## config.mk

```make
export PLATFORM = sky130hd
export DESIGN_NAME = hazard_control_unit_flat
export DESIGN_NICKNAME = d
export VERILOG_FILES = /design/src/rtl/hazard_control_unit_if.sv /design/src/rtl/hazard_control_unit.sv /design/src/flat_wrapper.sv
export SDC_FILE = /design/constraint.sdc
export NUM_CORES = 1
export LEC_CHECK = 0
export CORE_MARGIN = 2
export CORE_UTILIZATION = 30
export CTS_BUF_LIST = sky130_fd_sc_hd__clkbuf_4 sky130_fd_sc_hd__clkbuf_8
export DETAILED_ROUTE_END_ITERATION = 6
export PLACE_DENSITY = 0.53
export SETUP_SLACK_MARGIN = 0.1
export SLEW_MARGIN = 0
export SYNTH_ARGS = -nofsm -noshare
export SYNTH_HDL_FRONTEND = slang
export SYNTH_SLANG_ARGS = --single-unit
```

## constraint.sdc

```tcl
create_clock -name clk -period 3.6 [get_ports clk]
set_input_delay 0.36 -clock clk [delete_from_list [all_inputs] [get_ports clk]]
set_output_delay 0.36 -clock clk [all_outputs]
set_load 0.05 [all_outputs]
```

## src/rtl/hazard_control_unit_if.sv

```systemverilog
// ============================================================================
// hazard_control_unit_if
// Pipeline-side bundle of hazard inputs, control outputs and perf counters.
// Revision: 1.0
// ============================================================================
`default_nettype none

interface hazard_control_unit_if #(
  parameter int REG_ADDR_WIDTH = 5,
  parameter int CNT_WIDTH      = 16
) ();
  logic [REG_ADDR_WIDTH-1:0] id_reg_a_addr_in;
  logic [REG_ADDR_WIDTH-1:0] id_reg_b_addr_in;
  logic                      id_uses_reg_b_in;
  logic                      ex_mem_rd_en_in;
  logic [REG_ADDR_WIDTH-1:0] ex_reg_wr_addr_in;
  logic                      select_new_pc_in;
  logic                      mem_req_in;
  logic                      mem_ready_in;
  logic                      clr_counters_in;

  logic                      pc_stall_out;
  logic                      if_id_stall_out;
  logic                      id_ex_stall_out;
  logic                      ex_mem_stall_out;
  logic                      if_id_flush_out;
  logic                      id_ex_flush_out;
  logic                      ex_mem_flush_out;
  logic [1:0]                state_out;
  logic [CNT_WIDTH-1:0]      stall_cycles_out;
  logic [CNT_WIDTH-1:0]      flush_events_out;

  modport master (
    output id_reg_a_addr_in, id_reg_b_addr_in, id_uses_reg_b_in, ex_mem_rd_en_in,
           ex_reg_wr_addr_in, select_new_pc_in, mem_req_in, mem_ready_in,
           clr_counters_in,
    input  pc_stall_out, if_id_stall_out, id_ex_stall_out, ex_mem_stall_out,
           if_id_flush_out, id_ex_flush_out, ex_mem_flush_out, state_out,
           stall_cycles_out, flush_events_out
  );

  modport slave (
    input  id_reg_a_addr_in, id_reg_b_addr_in, id_uses_reg_b_in, ex_mem_rd_en_in,
           ex_reg_wr_addr_in, select_new_pc_in, mem_req_in, mem_ready_in,
           clr_counters_in,
    output pc_stall_out, if_id_stall_out, id_ex_stall_out, ex_mem_stall_out,
           if_id_flush_out, id_ex_flush_out, ex_mem_flush_out, state_out,
           stall_cycles_out, flush_events_out
  );
endinterface

`default_nettype wire

```

## src/rtl/hazard_control_unit.sv

```systemverilog
// ============================================================================
// hazard_control_unit
// Pipeline stall/flush control: memory wait > branch flush > load-use stall.
// Revision: 1.0
// ============================================================================
`default_nettype none

module hazard_control_unit #(
  parameter int REG_ADDR_WIDTH = 5,
  parameter int FLUSH_CYCLES   = 1,
  parameter int CNT_WIDTH      = 16
) (
  input wire             clk,
  input wire             rst_n,
  hazard_control_unit_if.slave hcu
);

  localparam logic [1:0] c_RUN        = 2'd0;
  localparam logic [1:0] c_LOAD_STALL = 2'd1;
  localparam logic [1:0] c_FLUSH      = 2'd2;
  localparam logic [1:0] c_MEM_WAIT   = 2'd3;

  localparam logic [2:0]           c_FLUSH_LOAD = 3'(FLUSH_CYCLES);
  localparam logic [CNT_WIDTH-1:0] c_CNT_ONE    = {{(CNT_WIDTH-1){1'b0}}, 1'b1};
  localparam logic [CNT_WIDTH-1:0] c_CNT_MAX    = {CNT_WIDTH{1'b1}};

  logic [1:0]           state_q, state_d;
  logic [2:0]           flush_cnt_q, flush_cnt_d;
  logic [CNT_WIDTH-1:0] stall_cnt_q, stall_cnt_d;
  logic [CNT_WIDTH-1:0] flush_evt_q, flush_evt_d;

  logic [REG_ADDR_WIDTH-1:0] w_ex_addr;
  logic                      w_load_use;
  logic                      w_mem_stall;
  logic                      w_branch;

  logic w_pc_stall, w_if_id_stall, w_id_ex_stall, w_ex_mem_stall;
  logic w_if_id_flush, w_id_ex_flush, w_ex_mem_flush;

  assign w_ex_addr  = hcu.ex_reg_wr_addr_in;
  // r0 is hardwired zero, so a load targeting it never creates a dependency
  assign w_load_use = hcu.ex_mem_rd_en_in && (w_ex_addr != '0) &&
                      ((w_ex_addr == hcu.id_reg_a_addr_in) ||
                       (hcu.id_uses_reg_b_in && (w_ex_addr == hcu.id_reg_b_addr_in)));

  // Once waiting, only mem_ready releases the pipe, whatever mem_req does
  assign w_mem_stall = !hcu.mem_ready_in &&
                       (hcu.mem_req_in || (state_q == c_MEM_WAIT));
  assign w_branch    = hcu.select_new_pc_in && !w_mem_stall;

  always_ff @(posedge clk) begin
    if (!rst_n) begin
      state_q     <= c_RUN;
      flush_cnt_q <= 3'd0;
    end else begin
      state_q     <= state_d;
      flush_cnt_q <= flush_cnt_d;
    end
  end

  always_comb begin
    state_d     = state_q;
    flush_cnt_d = flush_cnt_q;
    if (w_mem_stall) begin
      state_d     = c_MEM_WAIT;
      flush_cnt_d = 3'd0;
    end else if (w_branch) begin
      state_d     = c_FLUSH;
      flush_cnt_d = c_FLUSH_LOAD;
    end else begin
      case (state_q)
        c_RUN:        state_d = w_load_use ? c_LOAD_STALL : c_RUN;
        c_LOAD_STALL: state_d = c_RUN;
        c_FLUSH: begin
          flush_cnt_d = (flush_cnt_q != 3'd0) ? flush_cnt_q - 3'd1 : 3'd0;
          state_d     = (flush_cnt_q <= 3'd1) ? c_RUN : c_FLUSH;
        end
        default:      state_d = c_RUN;
      endcase
    end
  end

  always_comb begin
    w_pc_stall     = 1'b0;
    w_if_id_stall  = 1'b0;
    w_id_ex_stall  = 1'b0;
    w_ex_mem_stall = 1'b0;
    w_if_id_flush  = 1'b0;
    w_id_ex_flush  = 1'b0;
    w_ex_mem_flush = 1'b0;
    if (rst_n) begin
      if (w_mem_stall) begin
        w_pc_stall     = 1'b1;
        w_if_id_stall  = 1'b1;
        w_id_ex_stall  = 1'b1;
        w_ex_mem_stall = 1'b1;
      end else if (w_branch) begin
        w_if_id_flush  = 1'b1;
        w_id_ex_flush  = 1'b1;
        w_ex_mem_flush = 1'b1;
      end else if ((state_q == c_RUN) && w_load_use) begin
        w_pc_stall     = 1'b1;
        w_if_id_stall  = 1'b1;
        w_id_ex_flush  = 1'b1;
      end else if (state_q == c_FLUSH) begin
        w_if_id_flush  = 1'b1;
      end
    end
  end

  always_comb begin
    stall_cnt_d = stall_cnt_q;
    flush_evt_d = flush_evt_q;
    if (hcu.clr_counters_in) begin
      stall_cnt_d = '0;
      flush_evt_d = '0;
    end else begin
      if (w_pc_stall && (stall_cnt_q != c_CNT_MAX))
        stall_cnt_d = stall_cnt_q + c_CNT_ONE;
      // ex_mem_flush fires exactly on cycles where a branch flush is applied
      if (w_ex_mem_flush && (flush_evt_q != c_CNT_MAX))
        flush_evt_d = flush_evt_q + c_CNT_ONE;
    end
  end

  always_ff @(posedge clk) begin
    if (!rst_n) begin
      stall_cnt_q <= '0;
      flush_evt_q <= '0;
    end else begin
      stall_cnt_q <= stall_cnt_d;
      flush_evt_q <= flush_evt_d;
    end
  end

  assign hcu.pc_stall_out     = w_pc_stall;
  assign hcu.if_id_stall_out  = w_if_id_stall;
  assign hcu.id_ex_stall_out  = w_id_ex_stall;
  assign hcu.ex_mem_stall_out = w_ex_mem_stall;
  assign hcu.if_id_flush_out  = w_if_id_flush;
  assign hcu.id_ex_flush_out  = w_id_ex_flush;
  assign hcu.ex_mem_flush_out = w_ex_mem_flush;
  assign hcu.state_out        = state_q;
  assign hcu.stall_cycles_out = stall_cnt_q;
  assign hcu.flush_events_out = flush_evt_q;

endmodule

`default_nettype wire

```

## src/flat_wrapper.sv

```systemverilog
// flat-port wrapper written by rule: the top's interface ports become plain ports
module hazard_control_unit_flat 
#(
  parameter int REG_ADDR_WIDTH = 5,
  parameter int FLUSH_CYCLES   = 1,
  parameter int CNT_WIDTH      = 16
)
  (clk, rst_n, hcu_id_reg_a_addr_in, hcu_id_reg_b_addr_in, hcu_id_uses_reg_b_in, hcu_ex_mem_rd_en_in, hcu_ex_reg_wr_addr_in, hcu_select_new_pc_in, hcu_mem_req_in, hcu_mem_ready_in, hcu_clr_counters_in, hcu_pc_stall_out, hcu_if_id_stall_out, hcu_id_ex_stall_out, hcu_ex_mem_stall_out, hcu_if_id_flush_out, hcu_id_ex_flush_out, hcu_ex_mem_flush_out, hcu_state_out, hcu_stall_cycles_out, hcu_flush_events_out);
  hazard_control_unit_if #(.REG_ADDR_WIDTH(REG_ADDR_WIDTH), .CNT_WIDTH(CNT_WIDTH)) hcu_i ();
  input wire clk;
  input wire rst_n;
  input wire logic [$bits(hcu_i.id_reg_a_addr_in)-1:0] hcu_id_reg_a_addr_in;
  input wire logic [$bits(hcu_i.id_reg_b_addr_in)-1:0] hcu_id_reg_b_addr_in;
  input wire logic [$bits(hcu_i.id_uses_reg_b_in)-1:0] hcu_id_uses_reg_b_in;
  input wire logic [$bits(hcu_i.ex_mem_rd_en_in)-1:0] hcu_ex_mem_rd_en_in;
  input wire logic [$bits(hcu_i.ex_reg_wr_addr_in)-1:0] hcu_ex_reg_wr_addr_in;
  input wire logic [$bits(hcu_i.select_new_pc_in)-1:0] hcu_select_new_pc_in;
  input wire logic [$bits(hcu_i.mem_req_in)-1:0] hcu_mem_req_in;
  input wire logic [$bits(hcu_i.mem_ready_in)-1:0] hcu_mem_ready_in;
  input wire logic [$bits(hcu_i.clr_counters_in)-1:0] hcu_clr_counters_in;
  output wire logic [$bits(hcu_i.pc_stall_out)-1:0] hcu_pc_stall_out;
  output wire logic [$bits(hcu_i.if_id_stall_out)-1:0] hcu_if_id_stall_out;
  output wire logic [$bits(hcu_i.id_ex_stall_out)-1:0] hcu_id_ex_stall_out;
  output wire logic [$bits(hcu_i.ex_mem_stall_out)-1:0] hcu_ex_mem_stall_out;
  output wire logic [$bits(hcu_i.if_id_flush_out)-1:0] hcu_if_id_flush_out;
  output wire logic [$bits(hcu_i.id_ex_flush_out)-1:0] hcu_id_ex_flush_out;
  output wire logic [$bits(hcu_i.ex_mem_flush_out)-1:0] hcu_ex_mem_flush_out;
  output wire logic [$bits(hcu_i.state_out)-1:0] hcu_state_out;
  output wire logic [$bits(hcu_i.stall_cycles_out)-1:0] hcu_stall_cycles_out;
  output wire logic [$bits(hcu_i.flush_events_out)-1:0] hcu_flush_events_out;
  assign hcu_i.id_reg_a_addr_in = hcu_id_reg_a_addr_in;
  assign hcu_i.id_reg_b_addr_in = hcu_id_reg_b_addr_in;
  assign hcu_i.id_uses_reg_b_in = hcu_id_uses_reg_b_in;
  assign hcu_i.ex_mem_rd_en_in = hcu_ex_mem_rd_en_in;
  assign hcu_i.ex_reg_wr_addr_in = hcu_ex_reg_wr_addr_in;
  assign hcu_i.select_new_pc_in = hcu_select_new_pc_in;
  assign hcu_i.mem_req_in = hcu_mem_req_in;
  assign hcu_i.mem_ready_in = hcu_mem_ready_in;
  assign hcu_i.clr_counters_in = hcu_clr_counters_in;
  assign hcu_pc_stall_out = hcu_i.pc_stall_out;
  assign hcu_if_id_stall_out = hcu_i.if_id_stall_out;
  assign hcu_id_ex_stall_out = hcu_i.id_ex_stall_out;
  assign hcu_ex_mem_stall_out = hcu_i.ex_mem_stall_out;
  assign hcu_if_id_flush_out = hcu_i.if_id_flush_out;
  assign hcu_id_ex_flush_out = hcu_i.id_ex_flush_out;
  assign hcu_ex_mem_flush_out = hcu_i.ex_mem_flush_out;
  assign hcu_state_out = hcu_i.state_out;
  assign hcu_stall_cycles_out = hcu_i.stall_cycles_out;
  assign hcu_flush_events_out = hcu_i.flush_events_out;
  hazard_control_unit #(.REG_ADDR_WIDTH(REG_ADDR_WIDTH), .FLUSH_CYCLES(FLUSH_CYCLES), .CNT_WIDTH(CNT_WIDTH)) u_core (.clk(clk), .rst_n(rst_n), .hcu(hcu_i));
endmodule
```

# Yosys cells after proc, flatten, opt, wreduce, memory -nomap -nowiden

Index checks and enable logic that the tools add are counted.

Bits in registers: 37
Bits in latches: 0
Memory bits (writable): 0
Bits in read-only memories: 0
Input bits: 23
Output and inout bits: 41
Word-level logic and storage cells: 60
Memories: 0

$add $sub $neg: 3
$mul: 0
Divide/modulo/power cells: 0
Magnitude comparators: 1
Eq/ne operators: 6
Shift operators: 0
Muxes and demuxes: 25
Bitwise logic cells: 1
Reductions and logical operators: 19

Operator list:

| operator                                             | number |
|---|---|
| adder 16 x 1 -> 16 bit (second input constant)       | 2 |
| inequality test 16 bit (second input constant)       | 2 |
| two-way mux 1 bit                                    | 20 |
| equality test 5 bit                                  | 2 |
| logical AND 1 bit                                    | 8 |
| two-way mux 2 bit                                    | 3 |
| nonzero test 5 bit                                   | 1 |
| equality test 2 bit (second input constant)          | 2 |
| case mux 2 bit (2 select lines)                      | 1 |
| OR reduction 2 bit                                   | 2 |
| <= comparator 3 x 1 -> 1 bit (second input constant) | 1 |
| two-way mux 3 bit                                    | 1 |
| nonzero test 3 bit                                   | 1 |
| OR reduction 3 bit                                   | 1 |
| subtractor 3 x 1 -> 3 bit (second input constant)    | 1 |
| zero test 1 bit                                      | 2 |
| zero test 2 bit                                      | 1 |
| logical OR 1 bit                                     | 2 |
| nonzero test 2 bit                                   | 1 |
| inverter 1 bit                                       | 1 |

# Logic depth before layout (Yosys ltp)

Gate-level depths: netlist of run 1.

Word-level depth: 10
Mapped depth: 9
Depth with buffers taken out: 7

# Worst setup path after synthesis of run 1

Ideal clock, no wire load.

Kind: flip-flop to output port
From: register u_core.state_q[1] (netlist: u_core.hcu.state_out[1])
To: output hcu_pc_stall_out
Arrival: 2481 ps
Data required time: 3240 ps
Slack: 759 ps
Stages on the path, launching flop included: 5
Buffers on the path: 1
Cells stage by stage: dfxtp_1 -> a21oi_1 -> nor3b_2 -> a41o_1 -> buf_4

Cells in the longest elaborated chain, start to end: 8
Elaborated cells between the ends (all ways): 11
Classes of those cells: eq/ne (1); mux (4); reduce/logical (6)

Ends and longest elaborated chain:

| what                              | RTL line                  | source |
|---|---|---|
| start: declaration                | hazard_control_unit.sv:27 | `logic [1:0] state_q, state_d;` |
| start signal: assignment          | hazard_control_unit.sv:53 | `state_q <= c_RUN;` |
| start signal: assignment          | hazard_control_unit.sv:56 | `state_q <= state_d;` |
| equality test 2 bit               | hazard_control_unit.sv:48 | `(hcu.mem_req_in \|\| (state_q == c_MEM_WAIT));` |
| logical OR 1 bit                  | hazard_control_unit.sv:48 |  |
| logical AND 1 bit                 | hazard_control_unit.sv:47 | `assign w_mem_stall = !hcu.mem_ready_in &&` |
| zero test 1 bit                   | hazard_control_unit.sv:49 | `assign w_branch = hcu.select_new_pc_in && !w_mem_stall;` |
| logical AND 1 bit                 | hazard_control_unit.sv:49 |  |
| two-way mux 1 bit                 | --                        |  |
| two-way mux 1 bit * (2 in series) | --                        |  |
| end: declaration                  | flat_wrapper.sv:21        | `output wire logic [$bits(hcu_i.pc_stall_out)-1:0] hcu_pc_stall_out;` |

Mark *: on every way between the ends. The rest lies on a longest branch, timed or not.

# Worst setup path in the final report of run 1

From: input hcu_ex_reg_wr_addr_in[0]
To: output hcu_pc_stall_out

Cells in the longest elaborated chain, start to end: 9
Elaborated cells between the ends (all ways): 12
Classes of those cells: eq/ne (2); mux (4); reduce/logical (6)

Ends and longest elaborated chain:

| what                | RTL line                   | source |
|---|---|---|
| start: declaration  | flat_wrapper.sv:16         | `input wire logic [$bits(hcu_i.ex_reg_wr_addr_in)-1:0] hcu_ex_reg_wr_addr_in;` |
| equality test 5 bit | hazard_control_unit.sv:44  | `(hcu.id_uses_reg_b_in && (w_ex_addr == hcu.id_reg_b_addr_in)));` |
| logical AND 1 bit   | hazard_control_unit.sv:44  |  |
| logical OR 1 bit    | hazard_control_unit.sv:43  | `((w_ex_addr == hcu.id_reg_a_addr_in) \|\|` |
| logical AND 1 bit * | hazard_control_unit.sv:42  | `assign w_load_use = hcu.ex_mem_rd_en_in && (w_ex_addr != '0) &&` |
| logical AND 1 bit * | hazard_control_unit.sv:101 | `end else if ((state_q == c_RUN) && w_load_use) begin` |
| two-way mux 1 bit * | hazard_control_unit.sv:101 |  |
| two-way mux 1 bit * | hazard_control_unit.sv:97  | `end else if (w_branch) begin` |
| two-way mux 1 bit * | hazard_control_unit.sv:92  | `if (w_mem_stall) begin` |
| two-way mux 1 bit * | hazard_control_unit.sv:91  | `if (rst_n) begin` |

Marked as above.

==> results_dict.tcl, run 1 <==
set metrics [dict create \
    startpoint_type "input pin" \
    post-dp-hpwl_mm 3.55 \
    drc 0 \
    post-route-cell-area_um2 2760 \
    die-area_um2 7320 \
    insertion_delay_ns 0.28 \
    yosys_most_used_dff "dfxtp_1" \
    synthTopCellsByArea "dfxtp_1 37%, xnor2_1 5.7%, a21oi_1 5.5%" \
    yosysTopAreaCell "dfxtp_1" \
    die_w_um 85.6 \
    fp.dieH_um 85.6 \
    cts_resized 0 \
    cts_root_buffer "clkbuf_8" \
    power_density_nw_per_um2 300 \
    synth.mux.area_fraction_pct 1.50 \
    grt_util_all_layers_pct 13.8 \
    leakagePower_nw 0.891 \
    synth_compound_area_share_pct 16.2 \
    synth_seq_cells 37 \
    drtAntennaViolNets 0 \
    fin_setup_tns_ns 0 \
    clk_pin_slew_ns 0.07 \
    clock_skew_ns 0.00573 \
    worst_pin_slew_ns 0.639 \
    critPathTopFamily "buffers and inverters" \
    place_area_um2 2670 \
    post-cts-setup-buffers 0 \
    synth-edff-count 0 \
    syn_area_um2 2000 \
    layout.cells.non_filler 377 \
    run_status "finished, final reports clean" \
    grt_pass1_wl_mm 8.25 \
    clock-sinks 37 \
    synth_area_per_cell_um2 8.46 \
    netlist_instances 236 \
    cp_num_buf_inv 3 \
    ys_top_cells_by_count "37 x dfxtp_1, 26 x nor2_1, 22 x a21oi_1" \
    rsz0062_at_grt "no" \
    syn_nets 263 \
    syn2layout_area_growth_pct 38.3 \
    yosys.area_share.simple_pct 26.8 \
    period_share_pct 83.6 \
    arrival_ns 2.65 \
    synth_cell_types 41 \
    fmax_ghz 0.332 \
    synth_top_family_by_area "simple AND/OR/NAND/NOR gates" \
    crit_fanout 4 \
    yosysWarningCount 0 \
    timing.final.ws_setup_ns 0.589 \
    setup_violations 0 \
    antenna_found_initial 0 \
    crit_chain "clkdlybuf4s50_1, or4_1, o211ai_2, inv_1, a41o_1, clkdlybuf4s50_1" \
    drive_above_1_share_pct 9.00 \
    hold_class "register to register" \
    cp_slowest_cell "clkdlybuf4s50_1" \
    slew-limit-headroom_pct 57.3 \
    cp.required_ns 3.24 \
    placed_cells 370 \
    r2r_cells 7 \
    crit_path_end_kind "output port" \
    via_per_inst 5.06 \
    crit_path_frequent_cell "clkdlybuf4s50_1" \
    async_reset_ff_share_pct 0 \
    seq_area_frac_synth_pct 37.1 \
    synth_xor_area_share_pct 10.5 \
    synth_fa_ha_area_share_pct 2.51 \
    rows 29 \
    via_count 1906 \
    drv_cap 0 \
    p_total_mw 0.827 \
    synth_most_common_cell "dfxtp_1" \
    ir_drop_uv 117 \
    drv_slew 0 \
    grt_pass1_vias 1829 \
    min_path_cells 2 \
    grt_max_degree 33 \
    ctsHtreeMaxLevel 2 \
    core_um2 6390 \
    drtPass1Iterations 4 \
    place_ws_ns 0.582 \
    n_antenna_cell 0 \
    clockBufferDepth 2 \
    routed_wl_mm 4.88 \
    crit_type "input pin to output port" \
    ioPinCount 64 \
    register_area_um2 741 \
    grt_overflow_total 0 \
    cp_slowest_stage_delay_ns 0.71 \
    ctsHoldBuffers 0 \
    cts_buffers 5 \
    fillers 666 \
    multi_input_area_um2 1150 \
    drt_iter0_markers 63 \
    cts_tree "yes" \
    fin_nets 327 \
    hold_violations 0 \
    worst-path-stages 6 \
    wl_per_cell_um 12.9 \
    period_minus_slack_ns 3.01 \
    synth_top_area_share_pct 37.1 \
    initial_utilization_pct 31.2 \
    port_buffers 63 \
    place_congestion 0.736 \
]
[report_power, final]
| part | total (mW) | leakage (nW) | switching, mW | internal, mW |
|---|---|---|---|---|
| clock | 0.299 | 0.0477 | 0.139 | 0.159 |
| combinational | 0.113 | 0.544 | 0.0623 | 0.0508 |
| sequential | 0.415 | 0.299 | 0.00327 | 0.412 |
[worst register-to-register path, delay by kind of cell, from the launching register on]
kind | cells | cell delay, ns
multiplexers | 1 | 0.26
flip-flops | 1 | 0.43
AO/OA/AOI/OAI | 1 | 0.49
adder cells (fa/ha/maj) | 1 | 0.26
AND/OR/NAND/NOR | 4 | 0.74
[sequential cells by signal, indices dropped and copies added, names as in the netlist]
register / cells
u_core.flush_cnt_q: 3
u_core.hcu.flush_events_out: 16
u_core.hcu.stall_cycles_out: 16
u_core.hcu.state_out: 2
[worst paths after layout]
| kind | startpoint | to | slack, ns |
|---|---|---|---|
| worst max-delay path | hcu_ex_reg_wr_addr_in[0] | hcu_pc_stall_out | 0.59 |
| worst min-delay path | u_core.hcu.stall_cycles_out[9]$_SDFFE_PP0P_ | u_core.hcu.stall_cycles_out[9]$_SDFFE_PP0P_ | 0.51 |
| worst max register to register | u_core.hcu.stall_cycles_out[0]$_SDFFE_PP0P_ | u_core.hcu.stall_cycles_out[1]$_SDFFE_PP0P_ | 1.31 |
| worst min register to register | u_core.hcu.stall_cycles_out[9]$_SDFFE_PP0P_ | u_core.hcu.stall_cycles_out[9]$_SDFFE_PP0P_ | 0.51 |
[layout by cell type (no fill, tap or decap), types with 2 or more instances in the layout]
cell,synthesis,routed
xnor2_1,13,13
clkdlybuf4s50_1,0,63
nand4_1,11,11
nor2_1,26,26
or3_1,3,3
and3_1,3,3
and2_1,2,2
xor2_1,11,11
nor3_1,5,5
inv_1,10,10
clkbuf_8,0,6
a21oi_1,22,22
nand2_1,18,18
ha_1,4,4
o21ai_0,13,13
o31ai_1,4,4
buf_4,2,2
nand3_1,10,10
or3_2,9,9
dfxtp_1,37,37
or4_2,2,2
mux2i_1,3,3
a41o_1,3,3
or4_1,4,4
[cells by family after synthesis]
| logic type | Yosys count |
|---|---|
| compound gates | 50 |
| flops | 37 |
| simple gates | 100 |
| buf+inv | 18 |
| mux | 3 |
| fa+ha+maj | 4 |
| xor+xnor | 24 |
[per-layer routing]
metal / global-route usage (%) / vias to the layer above / part of all wire (%)
li1: - / 965 / -
met1: 17.5 / 891 / 49
met2: 23.3 / 45 / 45
met3: 3.56 / 5 / 4.6
met4: 3.90 / 0 / 1.1
met5: 0 / - / 0
[cell type report]
type	instances	area share, %
Inverter	10	1.36
Multi-Input combinational cell	181	41.7
Timing Repair Buffer	65	23.4
Clock buffer	7	3.26
Sequential cell	37	26.8
Tap cell	77	3.49
[through the flow]
step                util (%)  hold WS (ns)
floorplan                  -         0.438
global placement        41.8         0.492
detailed placement      41.8         0.501
CTS                     43.2         0.516
global route            43.2         0.544
finish                  43.2         0.507
Note: power is estimated with default switching activity, not from simulation.
==> run 2: changes to the inputs <==
- PLACE_DENSITY: 0.53 -> 0.55
- clock period: 3.6 -> 2.7 ns (I/O delays scaled with it)
==> run 2 against run 1 <==
Register-to-register slack got worse by 0.76 ns. Utilization rose by 1.4 points. Cell count rose by 1.3%. Largest power group is now the clock network. Highest routed layer unchanged.
==> results_dict.tcl, run 2 (synthesized netlist as in run 1, its figures left out) <==
set metrics [dict create \
    power_switching_mw 0.294 \
    drc 0 \
    place_congestion 0.754 \
    grt_pass1_vias 1751 \
    grt_pass1_wl_mm 8.25 \
    hold_violations 0 \
    cts_root_buffer "clkbuf_8" \
    setup_violations 0 \
    cp.required_ns 2.43 \
    cts_tree "yes" \
    arrival_ns 2.09 \
    clock-sinks 37 \
    ctsHoldBuffers 0 \
    period_minus_slack_ns 2.36 \
    drv_slew 0 \
    via_count 1905 \
    cp_slowest_stage_delay_ns 0.57 \
    routed_wl_mm 4.97 \
    drive_above_1_share_pct 12.8 \
    clock_skew_ns 0.00503 \
    insertion_delay_ns 0.29 \
    drtAntennaViolNets 0 \
    run_status "finished, final reports clean" \
    cts_buffers 5 \
    port_buffers 63 \
    cts_resized 0 \
    cp_slowest_cell "or4_1" \
    fin_setup_tns_ns 0 \
    antenna_found_initial 0 \
    die-area_um2 7320 \
    hold_class "register to register" \
    n_antenna_cell 0 \
    worst_pin_slew_ns 0.606 \
    cp_num_buf_inv 3 \
    post-route-cell-area_um2 2850 \
    fmax_ghz 0.423 \
    initial_utilization_pct 31.2 \
    crit_path_end_kind "output port" \
    multi_input_area_um2 1160 \
    crit_fanout 4 \
    startpoint_type "input pin" \
    rsz0062_at_grt "no" \
    ir_drop_uv 211 \
    post-dp-hpwl_mm 3.65 \
    die_w_um 85.6 \
    period_share_pct 87.6 \
    seqPwrFrac_pct 43.1 \
    p_comb_share_pct 12.4 \
    crit_chain "clkdlybuf4s50_1, or4_1, o211ai_2, inv_1, a41o_1, buf_4" \
    rows 29 \
    fp.dieH_um 85.6 \
    wl_per_cell_um 13.0 \
    grt_max_degree 29 \
    final_common_cell "clkdlybuf4s50_1" \
    power_density_nw_per_um2 451 \
    critPathTopFamily "buffers and inverters" \
    drv_cap 0 \
    post-cts-setup-buffers 0 \
    fin_nets 331 \
    internal_power_mw 0.991 \
    place_area_um2 2710 \
    fillers 646 \
    crit_type "input pin to output port" \
    switching_share_pct 22.9 \
    drtPass1Iterations 4 \
    register_area_um2 741 \
    clk_pin_slew_ns 0.07 \
    slew-limit-headroom_pct 59.2 \
    layout_common_cells "56 x clkdlybuf4s50_1, 37 x dfxtp_1, 26 x nor2_1, 22 x a21oi_1, 18 x nand2_1" \
    ioPinCount 64 \
    ctsHtreeMaxLevel 2 \
    core_um2 6390 \
    syn2layout_area_growth_pct 42.7 \
    clockPowerShare_pct 44.5 \
    grt_util_all_layers_pct 13.8 \
    leakagePower_nw 0.954 \
    via_per_inst 4.99 \
    clockBufferDepth 2 \
    p_total_mw 1.28 \
    drt_iter0_markers 43 \
    grt_overflow_total 0 \
]
run 2: final timing paths:
check / start / end / slack, ns / depth (start not counted)
setup / recovery: hcu_ex_reg_wr_addr_in[0] / hcu_if_id_stall_out / 0.34 / 6
setup reg to reg: u_core.hcu.stall_cycles_out[0]$_SDFFE_PP0P_ / u_core.hcu.stall_cycles_out[10]$_SDFFE_PP0P_ / 0.55 / 8
hold / removal: u_core.flush_cnt_q[1]$_SDFFE_PP0P_ / u_core.flush_cnt_q[1]$_SDFFE_PP0P_ / 0.51 / 2
hold reg to reg: u_core.flush_cnt_q[1]$_SDFFE_PP0P_ / u_core.flush_cnt_q[1]$_SDFFE_PP0P_ / 0.51 / 2
run 2: power groups by stage:
stage	Combinational (mW)	Sequential [mW]	Clock [mW]
after global placement	0.162	0.566	0
final	0.159	0.553	0.572
after global routing	0.171	0.554	0.615
after floorplan	0.0823	0.575	0
after detailed placement	0.161	0.566	0
after CTS	0.161	0.553	0.597
run 2: worst min-delay path, stage by stage, from the launching register on:
cell and delay, ns:
dfxtp_1 0.33, o21ai_0 0.07, a211oi_1 0.07
run 2: layer usage:
layer  share of wire (%)  up-vias  track usage, %
met5                   0        -               0
met4                0.70        0            3.46
met3                 6.1        4            3.95
met2                  46       49            22.1
met1                  47      875            18.5
li1                    -      977               -
run 2: layout make-up:
type                       instances  area share [%]
clock buffer                       5            2.42
timing repair buffer              69            24.0
sequential                        37            26.0
clock inverter                     3            2.28
inverter                          10            1.32
multi-input combinational        181            40.6
tap                               77            3.38
run 2: per-stage QoR:
step	utilization (%)	hold slack (ns)	instances	setup slack, ns
floorplan	-	0.348	236	0.127
finish	44.6	0.513	382	0.336
CTS	44.6	0.518	382	0.328
detailed placement	42.5	0.503	374	0.277
global route	44.6	0.540	382	0.250
global placement	42.5	0.501	374	0.315
